`src/rtl/piso_serializer.sv`:
```
// piso_serializer: parallel-in, serial-out transmitter.
//
// A WIDTH-bit word is taken over a valid/ready handshake and shifted out one
// bit per edge where tick=1, with first/last framing strobes. A word can
// load on the same edge that consumes the previous word's last bit, which
// gives gap-free back-to-back streams.
//
// Ports:
//   clk        rising-edge clock
//   reset      synchronous reset, active-low
//   din        parallel word to transmit
//   din_valid  din holds a word to send
//   din_ready  block can accept a word this cycle (combinational from tick)
//   tick       shift enable; the presented bit is consumed at an edge with tick=1
//   sout       serial data bit (registered)
//   sout_valid sout holds a valid bit (registered)
//   sout_first sout is the first bit of a word (registered)
//   sout_last  sout is the last bit of a word (registered)
module piso_serializer #(
  parameter int WIDTH     = 4,
  parameter bit MSB_FIRST = 1'b1
) (
  input  logic             clk,
  input  logic             reset,
  input  logic [WIDTH-1:0] din,
  input  logic             din_valid,
  output logic             din_ready,
  input  logic             tick,
  output logic             sout,
  output logic             sout_valid,
  output logic             sout_first,
  output logic             sout_last
);

  localparam int CW = $clog2(WIDTH);
  localparam logic [CW-1:0] CNT_MAX = CW'(WIDTH - 1);
  // Bit of the freshly loaded word that goes out first, and the bit of the
  // current shift register that goes out next.
  localparam int FIRST_IDX = MSB_FIRST ? WIDTH - 1 : 0;
  localparam int NEXT_IDX  = MSB_FIRST ? WIDTH - 2 : 1;

  typedef enum logic {IDLE, SHIFT} state_t;

  state_t           state_reg, state_next;
  logic [WIDTH-1:0] shift_reg, shift_next;
  logic [CW-1:0]    cnt_reg, cnt_next;
  logic             sout_reg, sout_next;
  logic             valid_reg, valid_next;
  logic             first_reg, first_next;
  logic             last_reg, last_next;
  logic             ready;

  always_ff @(posedge clk) begin
    if (!reset) begin
      state_reg <= IDLE;
      shift_reg <= '0;
      cnt_reg   <= '0;
      sout_reg  <= 1'b0;
      valid_reg <= 1'b0;
      first_reg <= 1'b0;
      last_reg  <= 1'b0;
    end else begin
      state_reg <= state_next;
      shift_reg <= shift_next;
      cnt_reg   <= cnt_next;
      sout_reg  <= sout_next;
      valid_reg <= valid_next;
      first_reg <= first_next;
      last_reg  <= last_next;
    end
  end

  always_comb begin
    state_next = state_reg;
    shift_next = shift_reg;
    cnt_next   = cnt_reg;
    sout_next  = sout_reg;
    valid_next = valid_reg;
    first_next = first_reg;
    last_next  = last_reg;
    ready      = 1'b0;

    case (state_reg)
      IDLE: begin
        ready = 1'b1;
      end
      SHIFT: begin
        if (tick) begin
          if (cnt_reg == '0) begin
            // Last bit consumed: either chain the next word or fall idle.
            ready = 1'b1;
            if (!din_valid) begin
              state_next = IDLE;
              shift_next = '0;
              cnt_next   = '0;
              sout_next  = 1'b0;
              valid_next = 1'b0;
              first_next = 1'b0;
              last_next  = 1'b0;
            end
          end else begin
            shift_next = MSB_FIRST ? (shift_reg << 1) : (shift_reg >> 1);
            sout_next  = shift_reg[NEXT_IDX];
            cnt_next   = cnt_reg - 1'b1;
            first_next = 1'b0;
            last_next  = (cnt_reg == CW'(1));
          end
        end
      end
      default: begin
        state_next = IDLE;
      end
    endcase

    // Load path shared by IDLE and the end-of-word edge in SHIFT.
    if (ready && din_valid) begin
      state_next = SHIFT;
      shift_next = din;
      cnt_next   = CNT_MAX;
      sout_next  = din[FIRST_IDX];
      valid_next = 1'b1;
      first_next = 1'b1;
      last_next  = 1'b0;
    end
  end

  assign din_ready  = ready & reset;
  assign sout       = sout_reg;
  assign sout_valid = valid_reg;
  assign sout_first = first_reg;
  assign sout_last  = last_reg;

endmodule

```
`config.mk`:
```
export PLATFORM = sky130hd
export DESIGN_NAME = piso_serializer
export DESIGN_NICKNAME = d
export VERILOG_FILES = /design/src/rtl/piso_serializer.sv
export SDC_FILE = /design/constraint.sdc
export NUM_CORES = 1
export LEC_CHECK = 0
export BUFFER_PORTS_ARGS = -buffer_cell sky130_fd_sc_hd__buf_2
export CAP_MARGIN = 20
export CORE_AREA = 2 2 39 41
export DETAILED_ROUTE_END_ITERATION = 16
export DIE_AREA = 0 0 41 43
export PLACE_DENSITY = 0.71
export SLEW_MARGIN = 20
export SYNTH_ARGS = -nofsm -noshare
export SYNTH_HDL_FRONTEND = slang
export SYNTH_SLANG_ARGS = --single-unit
```
`constraint.sdc`:
```
create_clock -name clk -period 3 [get_ports clk]
set_input_delay 0 -clock clk [delete_from_list [all_inputs] [get_ports clk]]
set_output_delay 0 -clock clk [all_outputs]
set_load 0.02 [all_outputs]
```
==> results.toml <==
[outcome]
status = "finished clean"

[global_route]
grt_max_degree = 11
use_met1_pct = 16.13
antenna_found_initial = 0
grtUsageMet2_pct = 21.56
grt_pass1_vias = 403
met3_usage_pct = 9.424
grt_overflow_total = 0
grt_pass1_wl_um = 1669
grt_util_all_layers_pct = 14.47
busiest_layer = "met2"

[die]
io_pins = 13
fp.coreArea_um2 = 1384
initial_core_util_pct = 35.26
fp-row-count = 14
dieArea_um2 = 1763
die_w_um = 41
die_h_um = 43

[job]
cap_violations = 0

[clock_network]
ctsRootBufferMaster = "clkbuf_4"
tritoncts = "built"
post_cts_resized = 0
htree_num_levels = 1
clock_path_buffers = 2
cts_buffers = 3
cts.sink_count = 10
clk_pin_slew_ns = 0.07
clk_latency_ns = 0.27

[timing]
period_minus_slack_ns = 1.356
tightest_slew_ns = 0.4882
drv_slew = 0
rsz0062_at_grt = "no"
finalHoldViolCount = 0
period_share_pct = 45.21
setup_viol = 0
fmax_ghz = 0.7373
fin_tns_setup_ns = 0
slew_headroom_pct = 67.38
fin_ws_ns = 1.644
finClkSkew_ns = 0.007116

[setup_path]
slowest_delay_ns = 0.51
r2r_slack_ns = 1.64
cp.arrival_ns = 1.52
critical_path_class = "reg2reg"
crit_fanout = 10
critPathLaunchType = "register"
worstPathRequired_ns = 3.16
r2r_cells = 3
critical_path_buf_inv_count = 0
cp_top_family = "flip-flops"
crit_chain = "nor2b_1, or2_1, o221a_1"
endpoint_kind = "register"
path_depth = 3
r2r-start = "state_reg$_SDFF_PN0_"
slowest_stage = "dfxtp_1"
worstSetupStartpoint = "state_reg$_SDFF_PN0_"

[route]
drtPass1Iterations = 4
drcViolationCount = 0
ant_nets = 0
detail_route.iter0.violations = 16
drt-total-wl_um = 1093
via_per_inst = 5.393
vias = 480
wire_per_inst_um = 12.28

[logic_synthesis]
ys_warn_count = 0
synth-main-ff-cell = "dfxtp_1"
ys_seq_elements = 10
ys_seq_area_share_pct = 41.03
synth_cell_types = 23
synth_area_um2 = 488.0
synthArstFlopShare_pct = 0
synth-edff-count = 0
syn-num-nets = 64
syn_area_per_cell_um2 = 8.714
synthCells = 56

[layout]
layout.nets = 82
final-instance-count-excl-fill = 89
antenna_cells = 0
fill_cells = 126
syn_to_final_growth_pct = 27.18
design_area_um2 = 620.6
drive_above_1_share_pct = 28.77
ff_latch_area_um2 = 200.2
largest_reg_flops = 3
final_cell_mix = "o21ai_0 (12), buf_2 (12), dfxtp_1 (10)"
multi_input_area_um2 = 260.3

[power_and_ir_drop]
p_leak_nw = 0.2472
power.density_nw_per_um2 = 545.7
fin_total_pwr_mw = 0.3387
ir_drop_uv = 228.4

[place]
dpl_worst_slack_ns = 1.673
hpwl_um = 763.1
placed_area_um2 = 544.3
gp_congestion = 0.8043
io_buffer_count = 12
placed_cells_incl_taps = 81

[worst_hold_path]
whs_path_depth = 3
worstHoldStart = "din[0]"
hold_class = "in2reg"
-- kinds of logic after synthesis --
| logic type | count (synthesis) | share of synthesized area [%] |
|---|---|---|
| compound gates | 26 | 32.06 |
| simple gates | 14 | 16.92 |
| flops | 10 | 41.03 |
| buf+inv | 4 | 5.640 |
| mux | 2 | 4.359 |
-- cells in the mapped netlist, types with 2 or more instances --
cell type	number	area, um^2
o21ai_0	12	60.06
a31o_2	3	26.28
a21oi_1	6	30.03
dfxtp_1	10	200.2
nor2b_1	2	12.51
nor2_1	3	11.26
nand2_1	4	15.01
-- report_power, final --
part / switching, mW / total [mW] / internal, mW
sequential: 0.0113 / 0.156 / 0.144
clock: 0.0479 / 0.122 / 0.0737
combinational: 0.0324 / 0.0615 / 0.0291
-- area by class of cell --
type,instances,area share [%]
inverters,1,0.6048
repair buffers,16,16.13
clock buffers,4,5.847
flip-flops and latches,10,32.26
multi-input cells,42,41.94
well taps,16,3.226
-- what timing repair did --
item	CTS	global route
hold endpoints to repair	3	1
buffers inserted	0	0
endpoints found under the setup margin	0	0
hold buffers	3	1
-- per-layer routing --
| layer | part of all wire, % | up-vias | wire, um |
|---|---|---|---|
| met2 | 47 | 16 | 509 |
| met5 | 0 | - | 0 |
| met1 | 45 | 222 | 491 |
| met4 | 0.82 | 0 | 9 |
| met3 | 7.6 | 3 | 83 |
| li1 | - | 239 | - |
-- final timing paths --
path | end
setup / recovery | sout_valid$_SDFFE_PN0P_
hold / removal | shift_reg[0]$_SDFFE_PN0P_
hold reg to reg | sout_first$_SDFFE_PN0P_
setup reg to reg | sout_valid$_SDFFE_PN0P_
-- metrics by stage --
stage               hold slack (ns)  util, %
global placement             0.2903    39.33
CTS                        0.004020    44.12
detailed placement           0.2825    39.33
global route                0.02486    44.85
finish                      0.02125    44.85
floorplan                    0.1178        -
-- worst reg2reg max path, delay by kind of cell (launching register included) --
kind               cells  cell delay (ns)
DFF                    1             0.51
and+or+nand+nor        2             0.49
AOI/OAI and AO/OA      1             0.25
Note: power is estimated with default switching activity, not from simulation.
